--- config.mk ---
export PLATFORM = sky130hd
export DESIGN_NAME = board_writer_flat
export DESIGN_NICKNAME = d
export VERILOG_FILES = /design/src/rtl/tetris_pkg.sv /design/src/rtl/board_writer_if.sv /design/src/rtl/tetromino_cells.sv /design/src/rtl/board_writer.sv /design/src/flat_wrapper.sv
export SDC_FILE = /design/constraint.sdc
export NUM_CORES = 1
export LEC_CHECK = 0
export CAP_MARGIN = 20
export CORE_MARGIN = 4
export CORE_UTILIZATION = 35
export CTS_CLUSTER_SIZE = 28
export DETAILED_ROUTE_END_ITERATION = 8
export SETUP_SLACK_MARGIN = 0.5
export SLEW_MARGIN = 40
export SYNTH_ARGS = -nofsm -noshare
export SYNTH_HDL_FRONTEND = slang
export SYNTH_SLANG_ARGS = --single-unit
--- constraint.sdc ---
create_clock -name clk -period 4.6 [get_ports clk]
set_input_delay 0.46 -clock clk [delete_from_list [all_inputs] [get_ports clk]]
set_output_delay 0.46 -clock clk [all_outputs]
set_load 0.05 [all_outputs]
--- src/rtl/tetris_pkg.sv ---
`default_nettype none
// ============================================================================
// Package  : tetris_pkg
// Purpose  : Shared piece codes, colours, board defaults and writer states.
// Revision : 1.0
// ============================================================================
package tetris_pkg;

    localparam int BOARD_W_DEF = 10;
    localparam int BOARD_H_DEF = 20;

    localparam logic [5:0] EMPTY_CELL = 6'd0;

    localparam logic [2:0] PIECE_I = 3'd0;
    localparam logic [2:0] PIECE_O = 3'd1;
    localparam logic [2:0] PIECE_T = 3'd2;
    localparam logic [2:0] PIECE_S = 3'd3;
    localparam logic [2:0] PIECE_Z = 3'd4;
    localparam logic [2:0] PIECE_J = 3'd5;
    localparam logic [2:0] PIECE_L = 3'd6;

    typedef enum logic [2:0] {
        ST_IDLE      = 3'd0,
        ST_WRITE     = 3'd1,
        ST_SCAN_RD   = 3'd2,
        ST_SCAN_CHK  = 3'd3,
        ST_SHIFT_RD  = 3'd4,
        ST_SHIFT_WR  = 3'd5,
        ST_CLEAR_TOP = 3'd6,
        ST_DONE      = 3'd7
    } bw_state_t;

    // Every colour is nonzero so a placed cell never reads back as empty.
    function automatic logic [5:0] piece_colour(input logic [2:0] piece);
        case (piece)
            PIECE_I: return 6'h0F;
            PIECE_O: return 6'h3C;
            PIECE_T: return 6'h22;
            PIECE_S: return 6'h0C;
            PIECE_Z: return 6'h30;
            PIECE_J: return 6'h03;
            PIECE_L: return 6'h34;
            default: return 6'h3F;
        endcase
    endfunction

endpackage
`default_nettype wire

--- src/rtl/board_writer_if.sv ---
`default_nettype none
// ============================================================================
// Interface : board_writer_if
// Purpose   : Control request/response and board RAM port of the writer.
// Revision  : 1.0
// ============================================================================
interface board_writer_if;
    logic       start;
    logic [2:0] piece;
    logic [1:0] rotation;
    logic [4:0] anc_X;
    logic [5:0] anc_Y;
    logic [5:0] ram_rdata;
    logic [7:0] ram_addr;
    logic [5:0] ram_wdata;
    logic       ram_wren;
    logic       busy;
    logic       done;
    logic [2:0] lines_cleared;

    modport slave (
        input  start, piece, rotation, anc_X, anc_Y, ram_rdata,
        output ram_addr, ram_wdata, ram_wren, busy, done, lines_cleared
    );

    modport master (
        output start, piece, rotation, anc_X, anc_Y, ram_rdata,
        input  ram_addr, ram_wdata, ram_wren, busy, done, lines_cleared
    );
endinterface
`default_nettype wire

--- src/rtl/tetromino_cells.sv ---
`default_nettype none
// ============================================================================
// Module   : tetromino_cells
// Purpose  : Combinational (piece, rotation, k) -> (dx, dy) in a 4x4 box.
// Revision : 1.0
// ============================================================================
module tetromino_cells
    import tetris_pkg::*;
(
    input  wire logic [2:0] piece,
    input  wire logic [1:0] rotation,
    input  wire logic [1:0] k,
    output logic      [1:0] dx,
    output logic      [1:0] dy
);

    // Each shape packs four {dx,dy} nibbles, cell k=0 in the top nibble.
    logic [15:0] w_shape;
    logic [3:0]  w_cell;

    always_comb begin
        w_shape = 16'h0415;
        case (piece)
            PIECE_I: w_shape = rotation[0] ? 16'h0123 : 16'h048C;
            PIECE_O: w_shape = 16'h0415;
            PIECE_T: case (rotation)
                2'd0:    w_shape = 16'h0485;
                2'd1:    w_shape = 16'h4156;
                2'd2:    w_shape = 16'h4159;
                default: w_shape = 16'h0152;
            endcase
            PIECE_S: w_shape = rotation[0] ? 16'h0156 : 16'h4815;
            PIECE_Z: w_shape = rotation[0] ? 16'h4152 : 16'h0459;
            PIECE_J: case (rotation)
                2'd0:    w_shape = 16'h0159;
                2'd1:    w_shape = 16'h0412;
                2'd2:    w_shape = 16'h0489;
                default: w_shape = 16'h4526;
            endcase
            PIECE_L: case (rotation)
                2'd0:    w_shape = 16'h8159;
                2'd1:    w_shape = 16'h0126;
                2'd2:    w_shape = 16'h0481;
                default: w_shape = 16'h0456;
            endcase
            default: w_shape = 16'h0415;
        endcase
    end

    always_comb begin
        w_cell = w_shape[15:12];
        case (k)
            2'd0:    w_cell = w_shape[15:12];
            2'd1:    w_cell = w_shape[11:8];
            2'd2:    w_cell = w_shape[7:4];
            default: w_cell = w_shape[3:0];
        endcase
    end

    assign dx = w_cell[3:2];
    assign dy = w_cell[1:0];

endmodule
`default_nettype wire

--- src/rtl/board_writer.sv ---
`default_nettype none
// ============================================================================
// Module   : board_writer
// Purpose  : Stamps a landed piece into board RAM, then removes full rows.
// Revision : 1.0
// ============================================================================
module board_writer
    import tetris_pkg::*;
#(
    parameter int BOARD_W = BOARD_W_DEF,
    parameter int BOARD_H = BOARD_H_DEF
) (
    input  wire logic       clk,
    input  wire logic       reset_n,
    board_writer_if.slave   bus
);

    localparam logic [7:0] W8       = 8'(BOARD_W);
    localparam logic [7:0] H8       = 8'(BOARD_H);
    localparam logic [7:0] LAST_COL = 8'(BOARD_W - 1);
    localparam logic [7:0] LAST_ROW = 8'(BOARD_H - 1);

    bw_state_t   state_q, state_d;
    logic [2:0]  piece_q, piece_d;
    logic [1:0]  rot_q, rot_d;
    logic [4:0]  anc_x_q, anc_x_d;
    logic [5:0]  anc_y_q, anc_y_d;
    logic [1:0]  k_q, k_d;
    logic [7:0]  r_q, r_d;
    logic [7:0]  c_q, c_d;
    logic [7:0]  s_q, s_d;
    logic [2:0]  lines_q, lines_d;

    logic [1:0]  w_dx, w_dy;
    logic [7:0]  w_cell_x, w_cell_y;
    logic        w_in_range;
    logic [7:0]  w_addr;
    logic [5:0]  w_wdata;
    logic        w_wren;

    function automatic logic [7:0] addr_of(input logic [7:0] row, input logic [7:0] col);
        return row * W8 + col;
    endfunction

    tetromino_cells u_cells (
        .piece    (piece_q),
        .rotation (rot_q),
        .k        (k_q),
        .dx       (w_dx),
        .dy       (w_dy)
    );

    assign w_cell_x   = {3'b000, anc_x_q} + {6'b000000, w_dx};
    assign w_cell_y   = {2'b00, anc_y_q} + {6'b000000, w_dy};
    assign w_in_range = (w_cell_x < W8) && (w_cell_y < H8);

    always_ff @(posedge clk or negedge reset_n) begin
        if (!reset_n) begin
            state_q <= ST_IDLE;
            piece_q <= 3'd0;
            rot_q   <= 2'd0;
            anc_x_q <= 5'd0;
            anc_y_q <= 6'd0;
            k_q     <= 2'd0;
            r_q     <= 8'd0;
            c_q     <= 8'd0;
            s_q     <= 8'd0;
            lines_q <= 3'd0;
        end else begin
            state_q <= state_d;
            piece_q <= piece_d;
            rot_q   <= rot_d;
            anc_x_q <= anc_x_d;
            anc_y_q <= anc_y_d;
            k_q     <= k_d;
            r_q     <= r_d;
            c_q     <= c_d;
            s_q     <= s_d;
            lines_q <= lines_d;
        end
    end

    always_comb begin
        state_d = state_q;
        piece_d = piece_q;
        rot_d   = rot_q;
        anc_x_d = anc_x_q;
        anc_y_d = anc_y_q;
        k_d     = k_q;
        r_d     = r_q;
        c_d     = c_q;
        s_d     = s_q;
        lines_d = lines_q;
        w_addr  = 8'd0;
        w_wdata = EMPTY_CELL;
        w_wren  = 1'b0;

        case (state_q)
            ST_IDLE: begin
                if (bus.start) begin
                    piece_d = bus.piece;
                    rot_d   = bus.rotation;
                    anc_x_d = bus.anc_X;
                    anc_y_d = bus.anc_Y;
                    k_d     = 2'd0;
                    lines_d = 3'd0;
                    state_d = ST_WRITE;
                end
            end
            ST_WRITE: begin
                w_addr  = addr_of(w_cell_y, w_cell_x);
                w_wdata = piece_colour(piece_q);
                w_wren  = w_in_range;
                k_d     = k_q + 2'd1;
                if (k_q == 2'd3) begin
                    r_d     = LAST_ROW;
                    c_d     = 8'd0;
                    state_d = ST_SCAN_RD;
                end
            end
            ST_SCAN_RD: begin
                w_addr  = addr_of(r_q, c_q);
                state_d = ST_SCAN_CHK;
            end
            ST_SCAN_CHK: begin
                if (bus.ram_rdata == EMPTY_CELL) begin
                    if (r_q == 8'd0) begin
                        state_d = ST_DONE;
                    end else begin
                        r_d     = r_q - 8'd1;
                        c_d     = 8'd0;
                        state_d = ST_SCAN_RD;
                    end
                end else if (c_q < LAST_COL) begin
                    c_d     = c_q + 8'd1;
                    state_d = ST_SCAN_RD;
                end else begin
                    lines_d = (lines_q == 3'd7) ? lines_q : lines_q + 3'd1;
                    s_d     = r_q;
                    c_d     = 8'd0;
                    // A full top row has nothing above it to pull down.
                    state_d = (r_q == 8'd0) ? ST_CLEAR_TOP : ST_SHIFT_RD;
                end
            end
            ST_SHIFT_RD: begin
                w_addr  = addr_of(s_q - 8'd1, c_q);
                state_d = ST_SHIFT_WR;
            end
            ST_SHIFT_WR: begin
                w_addr  = addr_of(s_q, c_q);
                w_wdata = bus.ram_rdata;
                w_wren  = 1'b1;
                state_d = ST_SHIFT_RD;
                if (c_q < LAST_COL) begin
                    c_d = c_q + 8'd1;
                end else if (s_q > 8'd1) begin
                    s_d = s_q - 8'd1;
                    c_d = 8'd0;
                end else begin
                    c_d     = 8'd0;
                    state_d = ST_CLEAR_TOP;
                end
            end
            ST_CLEAR_TOP: begin
                w_addr  = c_q;
                w_wdata = EMPTY_CELL;
                w_wren  = 1'b1;
                if (c_q < LAST_COL) begin
                    c_d = c_q + 8'd1;
                end else begin
                    // Rescan the same row: the row shifted into it may be full too.
                    c_d     = 8'd0;
                    state_d = ST_SCAN_RD;
                end
            end
            ST_DONE: begin
                state_d = ST_IDLE;
            end
            default: state_d = ST_IDLE;
        endcase
    end

    assign bus.ram_addr      = w_addr;
    assign bus.ram_wdata     = w_wdata;
    assign bus.ram_wren      = w_wren;
    assign bus.busy          = (state_q != ST_IDLE) && (state_q != ST_DONE);
    assign bus.done          = (state_q == ST_DONE);
    assign bus.lines_cleared = lines_q;

endmodule
`default_nettype wire

--- src/flat_wrapper.sv ---
// flat-port wrapper written by rule: the top's interface ports become plain ports
module board_writer_flat import tetris_pkg::*;
#(
    parameter int BOARD_W = BOARD_W_DEF,
    parameter int BOARD_H = BOARD_H_DEF
)
  (clk, reset_n, bus_start, bus_piece, bus_rotation, bus_anc_X, bus_anc_Y, bus_ram_rdata, bus_ram_addr, bus_ram_wdata, bus_ram_wren, bus_busy, bus_done, bus_lines_cleared);
  board_writer_if bus_i ();
  input  wire logic clk;
  input  wire logic reset_n;
  input wire logic [$bits(bus_i.start)-1:0] bus_start;
  input wire logic [$bits(bus_i.piece)-1:0] bus_piece;
  input wire logic [$bits(bus_i.rotation)-1:0] bus_rotation;
  input wire logic [$bits(bus_i.anc_X)-1:0] bus_anc_X;
  input wire logic [$bits(bus_i.anc_Y)-1:0] bus_anc_Y;
  input wire logic [$bits(bus_i.ram_rdata)-1:0] bus_ram_rdata;
  output wire logic [$bits(bus_i.ram_addr)-1:0] bus_ram_addr;
  output wire logic [$bits(bus_i.ram_wdata)-1:0] bus_ram_wdata;
  output wire logic [$bits(bus_i.ram_wren)-1:0] bus_ram_wren;
  output wire logic [$bits(bus_i.busy)-1:0] bus_busy;
  output wire logic [$bits(bus_i.done)-1:0] bus_done;
  output wire logic [$bits(bus_i.lines_cleared)-1:0] bus_lines_cleared;
  assign bus_i.start = bus_start;
  assign bus_i.piece = bus_piece;
  assign bus_i.rotation = bus_rotation;
  assign bus_i.anc_X = bus_anc_X;
  assign bus_i.anc_Y = bus_anc_Y;
  assign bus_i.ram_rdata = bus_ram_rdata;
  assign bus_ram_addr = bus_i.ram_addr;
  assign bus_ram_wdata = bus_i.ram_wdata;
  assign bus_ram_wren = bus_i.ram_wren;
  assign bus_busy = bus_i.busy;
  assign bus_done = bus_i.done;
  assign bus_lines_cleared = bus_i.lines_cleared;
  board_writer #(.BOARD_W(BOARD_W), .BOARD_H(BOARD_H)) u_core (.clk(clk), .reset_n(reset_n), .bus(bus_i));
endmodule
=== Word-level counts from Yosys, hierarchy flattened ===
Cells that the tools add are included.

* Register bits after elaboration: 48
* Bits of input ports: 25
* Output and inout bits: 20
* Logic and storage cells: 125

* $add $sub $neg: 11
* Multiply operators: 4
* Order comparisons: 4
* Eq/ne operators: 31
* Multiplexer cells: 43
* Reductions and logical operators: 22

{| class="wikitable"
|+ Operators with widths
! kind !! count
|-
| 16-bit one-hot mux with 6 select lines || 1
|-
| 15-bit one-hot mux with 3 select lines || 2
|-
| 8-bit two-way mux || 11
|-
| 16-bit one-hot mux with 3 select lines || 1
|-
| 6-bit one-hot mux with 7 select lines || 1
|-
| 8-bit one-hot mux with 5 select lines || 1
|-
| 3-bit two-way mux || 11
|-
| 8-bit adder || 4
|-
| 8-bit by 3-bit multiplier with 7-bit output (second input constant) || 4
|-
| 8-bit one-hot mux with 2 select lines || 2
|-
| 15-bit two-way mux || 2
|-
| 3-bit == test (second input constant) || 8
|-
| 3-bit one-hot mux with 8 select lines || 1
|-
| 8-bit one-hot mux with 3 select lines || 1
|-
| 8-bit by 4-bit < comparator with 1-bit output (second input constant) || 2
|-
| 8-bit by 1-bit subtractor with 8-bit output (second input constant) || 2
|-
| 2-bit inequality test (second input constant) || 7
|-
| 3-bit by 2-bit == test with 1-bit output (second input constant) || 4
|-
| 4-bit one-hot mux with 3 select lines || 1
|-
| 6-bit one-hot mux with 2 select lines || 1
|-
| 11-bit two-way mux || 1
|-
| 5-bit AND reduction || 2
|-
| 8-bit by 1-bit adder with 8-bit output (second input constant) || 1
|-
| 8-bit by 1-bit greater-than comparator with 1-bit output (second input constant) || 1
|-
| other kinds (25) || 43
|}

=== Logic depth before layout (Yosys ltp) ===
* Depth in word-level cells: 8
* Depth in mapped cells: 22
* Gate-level depth less buffers: 21

=== Modules after synthesis ===
A second synthesis with hierarchy kept.

* Cell total of the unflattened synthesis: 584
* Area, all modules: 5091.1 sq um

{| class="wikitable"
|+ By module, submodules not included
! module !! times used !! cells each !! area an instance (sq um) !! seq. area each (sq um)
|-
| board_writer || 1 || 494 || 4381.7 || 1201.2
|-
| tetromino_cells || 1 || 90 || 709.4 || 0.0
|}

=== Worst setup path after synthesis ===
Ideal clock, no wire load.

* Path type: flip-flop to output port
* Start: register u_core.rot_q[0]
* End: output bus_ram_addr[7]
* Arrival: 5.151 ns
* Data required time: 4.140 ns
* Path slack: -1.011 ns
* Stages on the path, launching flop included: 22
* Path buffers: 1
* Cell sequence: dfrtp_1 > clkbuf_1 > inv_1 > ha_1 > o21bai_1 > nand2_1 > o21ai_0 > a21oi_1 > o211a_1 > o31a_1 > ha_1 > inv_1 > fa_1 > inv_1 > ha_1 > ha_1 > fa_1 > ha_1 > a21boi_0 > o21ai_0 > xor2_1 > o221ai_1

* Cells in the longest elaborated chain, start to end: 8
* Elaborated cells on any way between the ends: 16
* Those cells by class: 3 x add/sub; 1 x mul; 2 x eq/ne; 9 x mux; 1 x reduce/logical

{| class="wikitable"
|+ Ends and longest elaborated chain
! item !! line !! source
|-
| from (decl) || board_writer.sv:25 || <nowiki>logic [1:0] rot_q, rot_d;</nowiki>
|-
| from (signal assigned) || board_writer.sv:72 || <nowiki>rot_q <= rot_d;</nowiki>
|-
| 2-bit == test (tied with other cells) || tetromino_cells.sv:26, tetromino_cells.sv:34, tetromino_cells.sv:40 ||
|-
| 16-bit one-hot mux with 3 select lines (tied with other cells) || tetromino_cells.sv:40 || <nowiki>PIECE_L: case (rotation)</nowiki>
|-
| 16-bit one-hot mux with 6 select lines (*) || tetromino_cells.sv:23 || <nowiki>case (piece)</nowiki>
|-
| 4-bit one-hot mux with 3 select lines (*) || tetromino_cells.sv:52 || <nowiki>case (k)</nowiki>
|-
| 6-bit by 2-bit adder with 7-bit output || board_writer.sv:54 || <nowiki>assign w_cell_y = {2'b00, anc_y_q} + {6'b000000, w_dy};</nowiki>
|-
| 8-bit by 3-bit multiplier with 7-bit output || board_writer.sv:42 || <nowiki>return row * W8 + col;</nowiki>
|-
| 8-bit adder (*) || board_writer.sv:42 ||
|-
| 8-bit one-hot mux with 5 select lines (*) || board_writer.sv:98 || <nowiki>case (state_q)</nowiki>
|-
| to (decl) || flat_wrapper.sv:17 || <nowiki>output wire logic [$bits(bus_i.ram_addr)-1:0] bus_ram_addr;</nowiki>
|}

Mark *: on every way between the ends. The rest lies on a longest branch, timed or not.

=== Worst setup path in the final report ===
Same ends and word-level chain as after synthesis.

==> qor.yml <==
outcome:
  violations: "negative setup slack"
  outcome: "complete, but fails checks"
yosys:
  synth_cell_types: 71
  ys_async_sr_fraction_pct: 100.0
  synth_top_area_cell: "dfrtp_1"
  yosys-top-cells-area: "dfrtp_1 24%, ha_1 15%, o21ai_0 5.5%"
  yosysSeqAreaShare_pct: 23.72
  synth_fp_nets: 698
  synthFlopType: "dfrtp_1"
  synthesis.area_per_instance_um2: 8.386
  synth-seq-cells: 48
  netlist_area_um2: 5065
  synth_edf_count: 0
  synth_top_area_share_pct: 23.72
  synth_warnings: 0
  syn_inst: 604
sta:
  slew_viol_final: 0
  relSlewSlack_pct: 39.65
  setup_viol: 5
  fin_crit_sh_pct: 111.8
  rsz0062_at_grt: "yes"
  skew_ps: 7.942
  period_minus_slack_ps: 5141
  fmax_mhz: 194.5
  hold_viol: 0
  worst_slew_pin_slew_ps: 896.9
  setup_tns_ps: -1796
  setup_ws_ps: -540.8
placement:
  placed_cell_area_um2: 6161
  port_buffers: 44
  routabilityCongestion: 0.8903
  dp_hpwl_um: 10670
  placed_cells: 850
  dp_slack_ps: -349.8
floorplanning:
  start_util_pct: 36.07
  dieWidth_um: 128.3
  die_area_um2: 16460
  core_um2: 14040
  row_count: 43
  io_pins: 45
  die_h_um: 128.3
cells_and_area:
  multi_input_area_um2: 3836
  area_growth_syn_to_layout_pct: 28.66
  fillerInstances: 1294
  drive_gt1_share_pct: 21.08
  fin_cells: 863
  nets: 776
  n_antenna_cell: 0
  stdcell_area_um2: 6516
  register_area_um2: 1204
worst_hold_path:
  hold_path.class: "input pin to asynchronous set/reset pin"
detailed_routing:
  wl_um: 13570
  wl_per_cell_um: 15.73
  drcViolationCount: 0
  ant_nets: 0
  routed_via_density: 5.377
  vias: 4640
  drtIter0Drc: 368
  firstDrtPassIters: 5
global_routing:
  gr-total-overflow: 0
  grt_use_total_pct: 16.71
  grt_pass1_wl_um: 22600
  grt_max_degree: 49
  grt_pass1_vias: 4522
  antenna_found_initial: 0
setup_path:
  slowest_delay_ps: 500
  worstPathArrival_ps: 4680
  rr_worst_depth: 7
  r2r_slack_ps: 1960
  r2r-end: "u_core.s_q[1]$_DFFE_PN0P_"
  crit_path_end_kind: "output pin"
  crit_fanout: 6
  path_cells: "inv_6 > ha_4 > inv_2 > buf_4 > o21ai_1 > a21oi_1 > o211a_1 > o31a_1 > ha_2 > inv_2 > fa_2 > inv_2 > ha_4 > ha_4 > fa_1 > ha_4 > a21boi_4 > o21ai_2 > xor2_1 > o221ai_2 > buf_12"
  crit_required_ps: 4140
  slowest_stage: "fa_1"
  regToRegStartpoint: "u_core.state_q[0]$_DFFE_PN0P_"
  crit_path_frequent_cell: "ha_4"
  start_kind: "register"
  timing_worst_setup_path_type: "register to output pin"
cts:
  h-tree-depth: 2
  clock_latency_ps: 290
  cts_num_sinks: 48
  path_clk_slew_ps: 70
  postCtsHoldBufs: 0
  cts_made_buffers: 5
  clk_path_buf_depth: 2
  cts_tree: "yes"
  clock-root-buffer: "clkbuf_16"
flow_run:
  drv_cap: 0
==> registers in the layout, summed over array words and instances (netlist names) <==
| register | flops |
|---|---|
| u_core.anc_x_q | 5 |
| u_core.rot_q | 2 |
| u_core.c_q | 8 |
| u_core.state_q | 3 |
| u_core.r_q | 8 |
| u_core.piece_q | 3 |
| u_core.bus.lines_cleared | 3 |
| u_core.k_q | 2 |
| u_core.s_q | 8 |
| u_core.anc_y_q | 6 |
==> final cells by class <==
type,instances,share of cell area (%)
well taps,180,3.456
clock buffers,5,1.920
clock inverters,3,1.056
multi-input cells,492,58.87
repair buffers,98,13.98
flip-flops and latches,48,18.47
inverters,37,2.247
==> per-stage QoR <==
| step | hold WS (ps) | util (%) |
|---|---|---|
| 4_1_cts | 299.5 | 45.48 |
| 3_5_place_dp | 534.0 | 43.87 |
| 2_1_floorplan | 164.4 | - |
| 3_3_place_gp | 532.7 | 43.87 |
| 5_1_grt | 336.3 | 46.40 |
| 6_report | 271.6 | 46.40 |
==> what timing repair did <==
item / 4_1_cts / 5_1_grt
buffers inserted: 1 / 4
pin swaps: 8 / 6
resized for setup: 10 / 16
setup endpoints to repair: 7 / 8
==> layout by cell type, fill, tap and decap left out, types with 11 or more instances in the layout <==
master / netlist / layout
mux2_2: 15 / 15
nor2b_1: 14 / 14
nand2b_1: 11 / 11
xnor2_1: 16 / 15
dfrtp_1: 48 / 46
xor2_1: 17 / 15
nand2_1: 50 / 50
nand3_1: 11 / 11
o21ai_0: 56 / 53
mux2i_1: 15 / 15
ha_1: 61 / 51
nor3_1: 14 / 12
clkdlybuf4s50_1: 0 / 34
buf_4: 1 / 55
nor2_1: 49 / 48
a21o_1: 11 / 11
a21oi_1: 36 / 33
inv_1: 36 / 30
==> layer usage <==
metal / vias up / track usage, % / share of wire (%)
met2: 119 / 26.26 / 45
met3: 13 / 2.083 / 4.5
met1: 2180 / 24.22 / 49
met5: - / 0 / 0
met4: 0 / 4.307 / 1.7
li1: 2328 / - / -
==> worst max-delay path: cells and delay by family, from the launching register on <==
kind / cells / cell delay (ps)
compound gates: 7 / 1190
xor+xnor: 1 / 160
buf+inv: 6 / 590
flops: 1 / 480
fa+ha+maj: 7 / 1960
==> kinds of logic after synthesis <==
kind of cell / count (synthesis) / share of synthesized area [%]
compound gates: 173 / 22.21
xor+xnor: 34 / 6.151
flops: 48 / 23.72
simple gates: 186 / 18.16
fa+ha+maj: 69 / 18.23
buf+inv: 64 / 5.237
mux: 30 / 6.299
==> synthesized netlist by cell type (3+ instances only) <==
library cell / number
nand2_1: 50
nand3_1: 11
xnor2_1: 16
clkbuf_1: 16
inv_1: 36
or3_1: 4
ha_1: 61
dfrtp_1: 48
nor2b_1: 14
a22o_1: 3
a211oi_1: 4
a22o_2: 4
o21ai_0: 56
buf_1: 5
nor3_1: 14
fa_1: 8
nor2_1: 49
xor2_1: 17
mux2i_1: 15
o22ai_1: 6
nand3b_1: 3
nor4_1: 5
a21o_1: 11
a41oi_1: 4
mux2_2: 15
nor3b_1: 4
a21oi_1: 36
o211ai_1: 6
o21a_1: 4
buf_2: 3
nand2b_1: 11
and3_1: 6
and2_1: 5
a31oi_1: 6
a22oi_1: 9
==> how the worst max path moves through the flow <==
stage | start | slack (ps) | depth (start not counted) | endpoint
6_report | u_core.rot_q[0]$_DFFE_PN0P_ | -540 | 21 | bus_ram_addr[7]
5_1_grt | u_core.rot_q[0]$_DFFE_PN0P_ | -740 | 22 | bus_ram_addr[7]
4_1_cts | u_core.rot_q[0]$_DFFE_PN0P_ | -540 | 20 | bus_ram_addr[7]
3_5_place_dp | u_core.rot_q[1]$_DFFE_PN0P_ | -350 | 21 | bus_ram_addr[7]
3_3_place_gp | u_core.rot_q[0]$_DFFE_PN0P_ | -260 | 20 | bus_ram_addr[7]
2_1_floorplan | u_core.rot_q[0]$_DFFE_PN0P_ | -320 | 20 | bus_ram_addr[6]
Power is not shown: default switching activity piles up to over one toggle a cycle in this logic, so the estimate is an artifact.
